[config.mk]
export PLATFORM = sky130hd
export DESIGN_NAME = vga_timing_gen
export DESIGN_NICKNAME = d
export VERILOG_FILES = /design/src/rtl/vga_timing_pkg.sv /design/src/rtl/vga_axis_cnt.sv /design/src/rtl/vga_timing_gen.sv
export SDC_FILE = /design/constraint.sdc
export NUM_CORES = 1
export LEC_CHECK = 0
export BUFFER_PORTS_ARGS = -buffer_cell sky130_fd_sc_hd__buf_2
export CORE_MARGIN = 3
export CORE_UTILIZATION = 47
export DETAILED_ROUTE_END_ITERATION = 8
export PLACE_DENSITY_LB_ADDON = 0.08
export REMOVE_ABC_BUFFERS = 1
export SLEW_MARGIN = 20
export SYNTH_ARGS = -nofsm -noshare
export SYNTH_HDL_FRONTEND = slang
export SYNTH_HIERARCHICAL = 1
export SYNTH_SLANG_ARGS = --single-unit
[constraint.sdc]
create_clock -name pixel_clk -period 3.1 [get_ports pixel_clk]
set_input_delay 0.31 -clock pixel_clk [delete_from_list [all_inputs] [get_ports pixel_clk]]
set_output_delay 0.31 -clock pixel_clk [all_outputs]
set_load 0.01 [all_outputs]
[src/rtl/vga_timing_pkg.sv]
`default_nettype none
// ============================================================================
// Module   : vga_timing_pkg
// Brief    : Default 640x480@60 raster constants and helper functions shared
//            by the VGA timing generator and its axis counters.
// Revision : 1.0  initial parametrised release
// ============================================================================
package vga_timing_pkg;

    // Default 640x480@60 horizontal timing, in pixels
    localparam int unsigned c_H_ACTIVE = 640;
    localparam int unsigned c_H_FP     = 16;
    localparam int unsigned c_H_SYNC   = 96;
    localparam int unsigned c_H_BP     = 48;

    // Default 640x480@60 vertical timing, in lines
    localparam int unsigned c_V_ACTIVE = 480;
    localparam int unsigned c_V_FP     = 10;
    localparam int unsigned c_V_SYNC   = 2;
    localparam int unsigned c_V_BP     = 33;

    // Coordinate width that holds the default totals (800 and 525)
    localparam int unsigned c_CW          = 11;
    localparam int unsigned c_FRAME_CNT_W = 16;

    // Total period of one axis: visible region plus both porches and sync
    function automatic int unsigned calc_total(
        input int unsigned active,
        input int unsigned fp,
        input int unsigned sync,
        input int unsigned bp
    );
        return active + fp + sync + bp;
    endfunction

    // Smallest coordinate width able to represent 0..total-1
    function automatic int unsigned calc_min_cw(input int unsigned total);
        int unsigned w;
        w = 1;
        while ((32'd1 << w) < total) begin
            w = w + 1;
        end
        return w;
    endfunction

endpackage
`default_nettype wire

[src/rtl/vga_axis_cnt.sv]
`default_nettype none
// ============================================================================
// Module   : vga_axis_cnt
// Brief    : One raster axis: position counter with explicit wrap at TOTAL-1,
//            registered sync decode and an active-region decode of the
//            position that will be held after the current edge.
// Revision : 1.0  initial parametrised release
// ============================================================================
module vga_axis_cnt
    import vga_timing_pkg::*;
#(
    parameter int unsigned ACTIVE = c_H_ACTIVE,
    parameter int unsigned FP     = c_H_FP,
    parameter int unsigned SYNC   = c_H_SYNC,
    parameter int unsigned BP     = c_H_BP,
    parameter bit          POL    = 1'b0,
    parameter int unsigned CW     = c_CW
) (
    input  logic          pixel_clk,
    input  logic          rst,
    input  logic          i_step,
    output logic [CW-1:0] o_pos,
    output logic          o_sync,
    output logic          o_atLast,
    output logic          o_activeNext
);

    localparam int unsigned   c_TOTAL      = calc_total(ACTIVE, FP, SYNC, BP);
    localparam logic [CW-1:0] c_LAST       = CW'(c_TOTAL - 1);
    localparam logic [CW-1:0] c_ACTIVE_END = CW'(ACTIVE);
    localparam logic [CW-1:0] c_SYNC_START = CW'(ACTIVE + FP);
    localparam logic [CW-1:0] c_SYNC_END   = CW'(ACTIVE + FP + SYNC);

    logic [CW-1:0] r_pos;
    logic          r_sync;
    logic [CW-1:0] w_posNext;
    logic          w_atLast;
    logic          w_syncNext;

    // Next position: explicit compare against the last position for the wrap
    always_comb begin
        w_atLast  = (r_pos == c_LAST);
        w_posNext = r_pos;
        if (i_step) begin
            w_posNext = w_atLast ? '0 : (r_pos + CW'(1));
        end
        w_syncNext = (w_posNext >= c_SYNC_START) && (w_posNext < c_SYNC_END);
    end

    // Position and sync register; reset parks on the last back-porch position
    always_ff @(posedge pixel_clk) begin
        if (rst) begin
            r_pos  <= c_LAST;
            r_sync <= ~POL;
        end else if (i_step) begin
            r_pos  <= w_posNext;
            r_sync <= w_syncNext ? POL : ~POL;
        end
    end

    assign o_pos        = r_pos;
    assign o_sync       = r_sync;
    assign o_atLast     = w_atLast;
    assign o_activeNext = (w_posNext < c_ACTIVE_END);

endmodule
`default_nettype wire

[src/rtl/vga_timing_gen.sv]
`default_nettype none
// ============================================================================
// Module   : vga_timing_gen
// Brief    : Parametrised VGA raster timing generator. Registered h/v sync
//            with selectable polarity, display enable, pixel coordinates,
//            line/frame start strobes and an optional frame counter, all
//            advancing only on clock-enable edges.
//            Build option: define VGA_TIMING_FRAME_CNT_EN to build the live
//            16-bit frame counter; otherwise frame_cnt is tied to zero.
// Revision : 1.0  initial parametrised release
// ============================================================================
module vga_timing_gen
    import vga_timing_pkg::*;
#(
    parameter int unsigned H_ACTIVE = c_H_ACTIVE,
    parameter int unsigned H_FP     = c_H_FP,
    parameter int unsigned H_SYNC   = c_H_SYNC,
    parameter int unsigned H_BP     = c_H_BP,
    parameter int unsigned V_ACTIVE = c_V_ACTIVE,
    parameter int unsigned V_FP     = c_V_FP,
    parameter int unsigned V_SYNC   = c_V_SYNC,
    parameter int unsigned V_BP     = c_V_BP,
    parameter bit          HS_POL   = 1'b0,
    parameter bit          VS_POL   = 1'b0,
    parameter int unsigned CW       = c_CW
) (
    input  logic                     pixel_clk,
    input  logic                     rst,
    input  logic                     ce,
    output logic                     vga_h_sync,
    output logic                     vga_v_sync,
    output logic                     in_display_area,
    output logic [CW-1:0]            counter_x,
    output logic [CW-1:0]            counter_y,
    output logic                     line_start,
    output logic                     frame_start,
    output logic [c_FRAME_CNT_W-1:0] frame_cnt
);

    logic w_hLast;
    logic w_vLast;
    logic w_vStep;
    logic w_hActNext;
    logic w_vActNext;
    logic w_frameWrap;

    logic r_de;
    logic r_lineStart;
    logic r_frameStart;

    // The vertical axis only moves on the pixel that wraps the line
    assign w_vStep     = ce & w_hLast;
    assign w_frameWrap = w_hLast & w_vLast;

    vga_axis_cnt #(
        .ACTIVE (H_ACTIVE),
        .FP     (H_FP),
        .SYNC   (H_SYNC),
        .BP     (H_BP),
        .POL    (HS_POL),
        .CW     (CW)
    ) u_h_axis (
        .pixel_clk    (pixel_clk),
        .rst          (rst),
        .i_step       (ce),
        .o_pos        (counter_x),
        .o_sync       (vga_h_sync),
        .o_atLast     (w_hLast),
        .o_activeNext (w_hActNext)
    );

    vga_axis_cnt #(
        .ACTIVE (V_ACTIVE),
        .FP     (V_FP),
        .SYNC   (V_SYNC),
        .BP     (V_BP),
        .POL    (VS_POL),
        .CW     (CW)
    ) u_v_axis (
        .pixel_clk    (pixel_clk),
        .rst          (rst),
        .i_step       (w_vStep),
        .o_pos        (counter_y),
        .o_sync       (vga_v_sync),
        .o_atLast     (w_vLast),
        .o_activeNext (w_vActNext)
    );

    // Display enable and strobes, decoded from the position being loaded
    always_ff @(posedge pixel_clk) begin
        if (rst) begin
            r_de         <= 1'b0;
            r_lineStart  <= 1'b0;
            r_frameStart <= 1'b0;
        end else if (ce) begin
            r_de         <= w_hActNext & w_vActNext;
            r_lineStart  <= w_hLast;
            r_frameStart <= w_frameWrap;
        end
    end

    assign in_display_area = r_de;
    assign line_start      = r_lineStart;
    assign frame_start     = r_frameStart;

`ifdef VGA_TIMING_FRAME_CNT_EN
    logic [c_FRAME_CNT_W-1:0] r_frameCnt;
    logic                     r_frameSeen;

    // Count frame starts, skipping the first one after reset
    always_ff @(posedge pixel_clk) begin
        if (rst) begin
            r_frameCnt  <= '0;
            r_frameSeen <= 1'b0;
        end else if (ce && w_frameWrap) begin
            if (r_frameSeen) begin
                r_frameCnt <= r_frameCnt + c_FRAME_CNT_W'(1);
            end
            r_frameSeen <= 1'b1;
        end
    end

    assign frame_cnt = r_frameCnt;
`else
    assign frame_cnt = '0;
`endif

endmodule
`default_nettype wire

==> results.md, run 1 <==
- VDD IR max: 0.225 mV
- WL final: 3830 microns
- # diodes: 0
- 1st-iter DRT viols: 103
- Setup crit start kind: register
- Syn_area_per_cell: 8.12 sq um
- Min Tclk post-route: 2880 ps
- GRT Util Overall: 0.186
- Worst path arrival time: 3110 ps
- Crit-path slowest cell: or4b_4
- Via-per-instance ratio: 5.51
- Worst EP required: about 3300 ps
- Placed cells: 277
- Max FO, Critical Path: 7
- Cells after Synth: 207
- Worst Skew: 7.28 ps
- Max layer used: met4
- Die Width: 65.8 microns
- Grt ovf: 0
- Total power draw: around 840 uW
- ANT nets after route: 0
- Synth Cell Area: approximately 1700 sq um
- Total power divided by cell area: 454 nW/um^2
- Sequential fraction of the synthesis area: 0.322
- Worst Hold Class: in2reg
- Ys Warns: 6
- Post-synthesis register bit count: 27
- Library cells used by synthesis: 48
- Critical Path Source: u_h_axis/o_pos[1]$_SDFFE_PP1P_
- Layout cells sized above 1: 0.213
- Wire length per cell: 13.6 microns
- CORE AREA: between 3000 and 4000 sq um
- Reg2reg start: u_h_axis/o_pos[1]$_SDFFE_PP1P_
- Critical path class: reg2reg
- DRC violation count after routing: 0
- DIE AREA: 4330 sq um
- Initial antenna violation count: 0
- Final Hold Fails: 0
- Slew Viols, Final: 0
- Clock-pin slew on the worst setup and hold paths: 160 ps
- Primary FF master, synth: dfxtp_1
- CTS tree: built
- Met3 Routed Length: 173 microns
- Post-synth EDFFs: 0
- # IOs: 46
- First-pass GRT wire length: 6390 microns
- Largest net degree at the start of global routing: 29
- Area grow syn2layout: 9.61%
- Hold depth: 2
- Met2 routed WL: 1730 microns
- Setup crit end kind: register
- Root buf cell: clkbuf_4
- Maxcap violations: 0
- Final period utilization: 0.930
- Effective utilization at floorplan: 0.496
- Chip Height: 65.8 microns
- Clk_lat worst skew: 330 ps
- Endpoints failing setup: 0
- R2R cell count: 11
- Static leakage: between 0.7 and 0.8 nW
- H-tree depth: 1
- DR pass1 iterations: 4
- Crit path max-delay family: simple AND/OR/NAND/NOR gates
- Row Count: 21
- DR vias: 1548
- CTS buffer count: 3
- Worst Path Buf+Inv: 0
- GP Congestion: 0.928
- CTS Sinks: 27
- Max Clock Freq: 347 MHz
- Async set or reset register ratio after synthesis: 0
- Hold Crit Start: rst
- Worst-case clock buffer depth: 2
- Sum of net half-perimeters after detailed placement: between 2000 and 3000 microns
- WL met1: 1910 microns
- Final Util: 0.543
- Crit path cell chain: ha_1 -> or4b_4 -> nor4_4 -> and2_2 -> and3_1 -> nand3_1 -> or3b_1 -> a21oi_1 -> and2b_1 -> nand3_1 -> a21oi_1
- Slowest stage delay, CP: 480 ps
- Final net count: approximately 240
- Port buffer count: 29
- Final Non-Filler Cells: 281
- Vias in the first global route: ~1400
- Stages on worst setup path: 11
- Setup Total Neg Slack: 0 ps
- Status: complete, no violations
- Unrepaired setup endpoints after global routing: false
area by class of cell:
cell class                 instances  area [sq um]
fill                             358          1550
clock inverter                     1          7.51
clock buffer                       3          22.5
inverter                           4          15.0
timing repair buffer              34           183
tap                               46          57.6
multi-input combinational        166          1010
sequential                        27           542
repair_timing:
action	CTS	global route
gates resized for setup	0	1
setup endpoints to repair	0	1
setup buffers	0	0
hold buffers	0	0
cells in the final DEF, fill, tap and decap left out, types with 2 or more instances in the layout:
cell type and instances:
buf_2 29, dfxtp_1 26, conb_1 16, a21oi_1 15
nand2_1 15, nor2_1 14, nand3_1 13, nand2b_1 9
o21ai_0 7, or3_1 7, nor3_1 6, a31oi_1 6
buf_4 5, nand4_1 5, xnor2_1 4, inv_1 4
mux2i_1 3, clkbuf_4 3, xor2_1 3, and3_1 3
or2_1 3, mux2_2 3, ha_1 3, and2_1 3
and2_2 2, nor4_1 2, o31ai_1 2, or4_1 2
o21bai_1 2
registers in the layout, indices dropped and copies added (netlist names):
name             cells
frame_start          1
in_display_area      1
line_start           1
u_h_axis/o_pos      11
u_h_axis/o_sync      1
u_v_axis/o_pos      11
u_v_axis/o_sync      1
final timing paths:
path	endpoint	slack [ps]
worst min-delay path	line_start$_SDFFE_PP0P_	400
worst min register to register	in_display_area$_SDFFE_PP0P_	480
worst max register to register	in_display_area$_SDFFE_PP0P_	220
worst max-delay path	in_display_area$_SDFFE_PP0P_	220
worst register-to-register path, delay by kind of cell (launching register included):
kind	cells	cell delay, ps
compound gates	2	220
simple gates	8	1980
flops	1	410
fa+ha+maj	1	170
cells in the mapped netlist (2+ instances only):
master    count  area [sq um]
o21ai_0       7          35.0
nor3_1        6          30.0
xnor2_1       4          35.0
nand3_1      13          65.1
a21oi_1      15          75.1
nor2_1       14          52.6
or4_1         2          15.0
nand2b_1      9          56.3
xor2_1        3          26.3
a31oi_1       6          37.5
or2_1         3          18.8
nand2_1      15          56.3
nand4_1       5          31.3
o31ai_1       2          15.0
mux2i_1       3          30.0
and2_1        3          18.8
buf_4        17           128
o21bai_1      2          15.0
dfxtp_1      27           541
inv_1         4          15.0
and2_2        2          15.0
or3_1         7          43.8
ha_1          3          37.5
mux2_2        3          33.8
nor4_1        2          12.5
clkbuf_1      6          22.5
and3_1        3          18.8
kinds of logic after synthesis:
kind of cell | after synthesis | synth area share
and+or+nand+nor | 95 | 0.326
AOI/OAI and AO/OA | 39 | 0.145
buffers and inverters | 29 | 0.108
DFF | 27 | 0.322
xor gates and xnor gates | 7 | 0.0365
muxes | 6 | 0.0380
adders and majority gates | 3 | 0.0223
other | 1 | 0.00223
per-layer routing:
layer,vias to the layer above,GRT usage
li1,763,-
met1,749,0.276
met3,2,0.0204
met2,34,0.282
met5,-,0
met4,0,0.0544
through the flow:
stage	setup slack (ps)	hold slack, ps	area (sq um)
after detailed placement	193	460	1810
after floorplan	-7.83	379	1570
after global routing	6.28	427	1840
after global placement	302	452	1810
after CTS	151	386	1840
final	217	401	1840
power breakdown:
group,switching [mW],total [mW],internal [mW]
Sequential,0.0382,0.410,0.372
Combinational,0.150,0.263,0.113
Clock,0.113,0.163,0.0494
Total,0.302,0.836,0.534
No activity file was read; power rests on OpenSTA's default activity.
==> inputs of run 2 (changes only) <==
--- a/config.mk
+++ b/config.mk
@@ -9,6 +9,7 @@
 export CORE_MARGIN = 3
 export CORE_UTILIZATION = 47
 export DETAILED_ROUTE_END_ITERATION = 8
+export GPL_TIMING_DRIVEN = 0
 export PLACE_DENSITY_LB_ADDON = 0.08
 export REMOVE_ABC_BUFFERS = 1
 export SLEW_MARGIN = 20
==> run 2 against run 1 <==
First-iteration DRC count is 13% higher. Hold slack worse by 65 ps. Global-route usage is 0.16 points higher. Register-to-register slack worse by 60 ps. Total power is 0.72% higher. Clock power hardly changed. Flip-flop and latch count stayed put. Final area is 1.0% higher. Clock skew is 9.9 ps higher. Setup slack worse by 56 ps. Routed wire length is 1.3% higher.
==> results.md, run 2 (synthesis results as in run 1) <==
- Status: complete, no violations
- Most frequent cells in the layout: buf_2, dfxtp_1, conb_1, nand2_1
- Worst Hold Class: in2reg
- Initial antenna violation count: 0 (unchanged)
- WL final: 3880 microns (+1.3%)
- Root buf cell: clkbuf_4
- Clk_lat worst skew: 330 ps (about the same)
- DR vias: 1547 (-0.065%)
- Setup crit end kind: register
- # IOs: 46 (unchanged)
- DRC violation count after routing: 0 (unchanged)
- Max Clock Freq: 340 MHz (-1.9%)
- Worst slack, placed: -503 ps (-696 ps)
- CTS tree: built
- GP Congestion: 0.865 (-6.7%)
- Setup crit start kind: register
- Max FO, Critical Path: 7 (unchanged)
- Total power draw: 842 uW (+0.72%)
- Unrepaired setup endpoints after global routing: false
- Worst EP required: 3330 ps (about the same)
- VDD IR max: 0.200 mV (-11%)
- Final Hold Fails: 0 (unchanged)
- Die Width: 65.8 microns (unchanged)
- Hold-fix buffers at CTS: 0 (unchanged)
- Critical path class: reg2reg
- CTS buffer count: 3 (unchanged)
- Chip Height: 65.8 microns (unchanged)
- First-pass GRT wire length: 6450 microns (+0.97%)
- Worst path arrival time: 3170 ps (+60 ps)
- Area grow syn2layout: 10.7%
- Endpoints failing setup: 0 (unchanged)
- Largest net degree at the start of global routing: 29 (unchanged)
- Worst Skew: 17.2 ps (+9.94 ps)
- Clock-pin slew on the worst setup and hold paths: 170 ps (about the same)
- Critical Path Source: u_h_axis/o_pos[0]$_SDFFE_PP1P_
- Grt ovf: 0 (unchanged)
- Final Util: 0.549 (+0.00554)
- Row Count: 21 (unchanged)
- Worst-case clock buffer depth: 2 (unchanged)
- Wire length per cell: 13.9 microns (+1.7%)
- 1st-iter DRT viols: 116 (+13%)
- # diodes: 0 (unchanged)
- Layout cells sized above 1: 0.226 (+0.0137)
- CTS Sinks: 27 (unchanged)
- Most common cell after layout, fill and taps aside: buf_2
- Crit path cell chain: ha_4 -> or4b_4 -> nor4_4 -> and2_4 -> and3_1 -> nand3_2 -> or3b_1 -> a21oi_2 -> and2b_1 -> nand3_1 -> a21oi_1
- Final net count: 241 (-0.41%)
- Final Worst Setup Slack: 161 ps (-56.5 ps)
- DR pass1 iterations: 4 (unchanged)
- Total power divided by cell area: 453 nW/um^2 (-0.30%)
- Crit-path slowest cell: or4b_4
- GRT Util Overall: 0.188 (+0.00156)
- Min Tclk post-route: 2940 ps (+56.5 ps)
- Via-per-instance ratio: 5.53 (+0.29%)
- Port buffer count: 29 (unchanged)
- Vias in the first global route: 1357 (+0.074%)
- CORE AREA: 3390 sq um (unchanged)
- Reg2reg start: u_h_axis/o_pos[0]$_SDFFE_PP1P_
- Final period utilization: 0.948 (+0.0182)
- Hold Crit Start: ce
- Sum of net half-perimeters after detailed placement: 2640 microns (-6.8%)
- Final instance area: 1860 sq um (+1.0%)
- ANT nets after route: 0 (unchanged)
- Slowest stage delay, CP: 480 ps (about the same)
- Static leakage: 0.768 nW (+0.22%)
- H-tree depth: 1 (unchanged)
- Maxcap violations: 0 (unchanged)
- Effective utilization at floorplan: 0.496 (unchanged)
- Slew Viols, Final: 0 (unchanged)
- DIE AREA: 4330 sq um (unchanged)
- Cell Area, Placed: 1770 sq um (-2.1%)
[run 2: cell types whose count changed in the layout (fill, tap and decap cells not counted), sizes merged]
cell,change
clkinv,+1
buf,-1
clkinvlp,-1
[run 2: per-stage QoR]
step	std cells	setup TNS [ps]	hold slack, ps
floorplan	197	-7.83	379
global placement	272	-584	452
detailed placement	272	-750	459
CTS	279	0	332
global route	280	0	341
finish	280	0	336
[run 2: path summary, 6_finish.rpt]
check                           depth (start not counted)  slack [ps]                              to
worst max register to register                         11         160    in_display_area$_SDFFE_PP0P_
worst min-delay path                                    3         340  u_h_axis/o_pos[1]$_SDFFE_PP1P_
worst max-delay path                                   11         160    in_display_area$_SDFFE_PP0P_
worst min register to register                          2         480    in_display_area$_SDFFE_PP0P_
[run 2: critical path, delay by kind of cell (launching register included)]
family | cells | cell delay (ps)
flip-flops | 1 | 430
AND/OR/NAND/NOR | 8 | 2010
AO/OA/AOI/OAI | 2 | 220
adder cells (fa/ha/maj) | 1 | 170
[run 2: timing repair]
| item | CTS | global route |
|---|---|---|
| buffers inserted | 3 | 1 |
| pin swaps | 1 | 1 |
| resized for setup | 7 | 2 |
| endpoints found under the setup margin | 2 | 1 |
[run 2: power by group]
| part | leakage, nW | internal, mW | switching [mW] |
|---|---|---|---|
| Combinational | 0.530 | 0.117 | 0.152 |
| Sequential | 0.220 | 0.372 | 0.0417 |
| Clock | 0.0177 | 0.0484 | 0.112 |
[run 2: cell type report]
class / count / area [sq um]
inverter: 4 / 15.0
fill: 331 / 1530
multi-input combinational: 166 / 1040
clock inverter: 1 / 5.00
sequential: 27 / 548
clock buffer: 3 / 22.5
tap: 46 / 57.6
timing repair buffer: 33 / 175
[run 2: routing by layer]
metal | track usage | up-vias | wire length, microns
met5 | 0 | - | 0
met4 | 0.0466 | 0 | 23
met3 | 0.0272 | 2 | 220
met2 | 0.288 | 38 | 1730
met1 | 0.274 | 743 | 1910
li1 | - | 764 | -
==> inputs of run 3 (changes only) <==
--- a/config.mk
+++ b/config.mk
@@ -7,11 +7,12 @@
 export LEC_CHECK = 0
 export BUFFER_PORTS_ARGS = -buffer_cell sky130_fd_sc_hd__buf_2
 export CORE_MARGIN = 3
-export CORE_UTILIZATION = 47
+export CORE_UTILIZATION = 52
 export DETAILED_ROUTE_END_ITERATION = 8
 export GPL_TIMING_DRIVEN = 0
 export PLACE_DENSITY_LB_ADDON = 0.08
 export REMOVE_ABC_BUFFERS = 1
+export SETUP_SLACK_MARGIN = 0.15
 export SLEW_MARGIN = 20
 export SYNTH_ARGS = -nofsm -noshare
 export SYNTH_HDL_FRONTEND = slang
==> constraint.sdc (replaced) <==
create_clock -name pixel_clk -period 2.9 [get_ports pixel_clk]
set_input_delay 0.29 -clock pixel_clk [delete_from_list [all_inputs] [get_ports pixel_clk]]
set_output_delay 0.29 -clock pixel_clk [all_outputs]
set_load 0.01 [all_outputs]
==> run 3 against run 2 <==
Global-route usage is 1.5 points higher. Combinational power is 21% higher. Register-to-register slack worse by 50 ps.
==> results.md, run 3 (synthesis results as in run 1) <==
- Layout cells sized above 1: 0.282 (+0.0551)
- Grt ovf: 0 (unchanged)
- R2R cell count: 11 (unchanged)
- Most common cell after layout, fill and taps aside: buf_2
- Max Clock Freq: 358 MHz (+5.2%)
- Row Count: 20 (-4.8%)
- Total power draw: 929 uW (+10%)
- Endpoints failing setup: 0 (unchanged)
- Setup crit start kind: register
- Net Sw Power: 335 uW (+9.7%)
- DR vias: 1603 (+3.6%)
- # diodes: 0 (unchanged)
- Maxcap violations: 0 (unchanged)
- Worst Hold Class: in2reg
- RR Endpoint: in_display_area$_SDFFE_PP0P_
- Via-per-instance ratio: 5.55 (+0.39%)
- Clock-pin slew on the worst setup and hold paths: 150 ps (-20 ps)
- Chip Height: 62.8 microns (-4.5%)
- Critical Path Source: u_h_axis/o_pos[1]$_SDFFE_PP1P_
- Worst path arrival time: 3000 ps (-170 ps)
- Port buffer count: 29 (unchanged)
- Worst-case clock buffer depth: 2 (unchanged)
- 1st-iter DRT viols: 109 (-6.0%)
- Wire length per cell: 14.1 microns (+1.7%)
- Status: complete, no violations
- Int Power: 594 uW (+11%)
- Largest net degree at the start of global routing: 29 (unchanged)
- Worst EP required: 3110 ps (-220 ps)
- Setup crit end kind: register
- Reg2reg start: u_h_axis/o_pos[1]$_SDFFE_PP1P_
- DRC violation count after routing: 0 (unchanged)
- Comb pwr share: 0.349 (+0.031)
- Slew Limit Headroom: 0.660
- Layout fillers: 282 (-15%)
- Static leakage: 0.820 nW (+6.7%)
- R2R Setup Slk: 110 ps (-50 ps)
- Final period utilization: 0.963 (+0.0149)
- Unrepaired setup endpoints after global routing: true
- DR pass1 iterations: 4 (unchanged)
- CTS tree: built
- WL final: 4070 microns (+4.9%)
- Area grow syn2layout: 18.2%
- CTS buffer count: 3 (unchanged)
- # IOs: 46 (unchanged)
- First-pass GRT wire length: 6640 microns (+2.9%)
- Multi-input logic area: 1070 sq um (+3.4%)
- Slew Viols, Final: 0 (unchanged)
- Worst slew pin tran: 510 ps
- H-tree depth: 1 (unchanged)
- Clk_lat worst skew: 320 ps (about the same)
- Die Width: 62.8 microns (-4.5%)
- Most frequent cells in the layout: buf_2, dfxtp_1, conb_1, nand2_1, nor2_1
- Final Util: 0.645 (+0.0962)
- GRT Util Overall: 0.203 (+0.0155)
- VDD IR max: 0.256 mV (+28%)
- Worst Skew: 8.74 ps (-8.47 ps)
- Worst Hold Slack: 341 ps (+4.71 ps)
- Root buf cell: clkbuf_4
- Final net count: 252 (+4.6%)
- DIE AREA: 3950 sq um (-8.8%)
- Sequential power share: 0.472 (-0.019)
- Total power divided by cell area: 468 nW/um^2 (+3.4%)
- CP endpoint: in_display_area$_SDFFE_PP0P_
- Max FO, Critical Path: 2 (-5)
- Initial antenna violation count: 0 (unchanged)
- Final Hold Fails: 0 (unchanged)
- CTS Sinks: 27 (unchanged)
- GP Congestion: 0.823 (-4.9%)
- CORE AREA: 3080 sq um (-9.2%)
- Flip-flop and latch area: 548 sq um (unchanged)
- Min Tclk post-route: 2790 ps (-146 ps)
- Clock Power Share: 0.179 (-0.012)
- Switching Fraction: 0.361 (-0.00187)
- Vias in the first global route: 1432 (+5.5%)
- Critical path class: reg2reg
- ANT nets after route: 0 (unchanged)
- Effective utilization at floorplan: 0.546 (+0.0502)
- Sum of net half-perimeters after detailed placement: 2580 microns (-2.0%)
==> run 3: power by group through the flow <==
stage / Combinational [mW] / Sequential, mW / Clock (mW)
floorplan: 0.179 / 0.452 / 0
global placement: 0.255 / 0.444 / 0
detailed placement: 0.261 / 0.447 / 0
CTS: 0.292 / 0.437 / 0.174
global route: 0.353 / 0.446 / 0.196
finish: 0.324 / 0.439 / 0.166
==> run 3: layout make-up <==
cell class	count	share of cell area
tap	44	0.0277
inverter	4	0.00756
clock buffer	3	0.0113
timing repair buffer	44	0.134
multi-input combinational	166	0.540
sequential	27	0.276
clock inverter	1	0.00378
==> run 3: metal layers <==
layer / part of all wire / track usage / wire, microns / vias to the layer above
met5: 0 / 0 / 0 / -
met4: 0.010 / 0.0523 / 42 / 0
met3: 0.060 / 0.0270 / 245 / 6
met2: 0.48 / 0.340 / 1960 / 60
met1: 0.45 / 0.275 / 1830 / 750
li1: - / - / - / 787
==> run 3: timing repair <==
item	CTS	global route
hold buffers	0	0
buffers inserted	9	6
resized for setup	12	6
pin swaps	5	5
setup endpoints to repair	9	2
==> run 3: per-stage QoR <==
stage                     area (sq um)  worst slack [ps]  instances  setup TNS [ps]
after floorplan                   1570              -208        197            -208
after global placement            1770              -600        270            -942
after detailed placement          1770              -652        270           -1060
after CTS                         1920               118        283               0
after global routing              1990             -33.4        289           -33.4
final                             1990               107        289               0
==> run 3: how the worst min path moves through the flow <==
| stage | depth (start not counted) | from | end |
|---|---|---|---|
| after floorplan | 1 | rst | frame_start$_SDFFE_PP0P_ |
| after global placement | 2 | in_display_area$_SDFFE_PP0P_ | in_display_area$_SDFFE_PP0P_ |
| after detailed placement | 2 | frame_start$_SDFFE_PP0P_ | frame_start$_SDFFE_PP0P_ |
| after CTS | 3 | ce | u_h_axis/o_pos[1]$_SDFFE_PP1P_ |
| after global routing | 3 | ce | u_h_axis/o_pos[1]$_SDFFE_PP1P_ |
| final | 3 | ce | u_h_axis/o_pos[1]$_SDFFE_PP1P_ |
==> run 3: critical path: stages, from the launching register on <==
cell,delay (ps)
dfxtp_4,390
ha_4,140
or4b_4,480
nor4_4,300
and2_4,210
and3_4,200
nand3_4,70
or3b_1,380
a21oi_2,170
and2b_1,210
nand3_2,70
a21oi_2,50
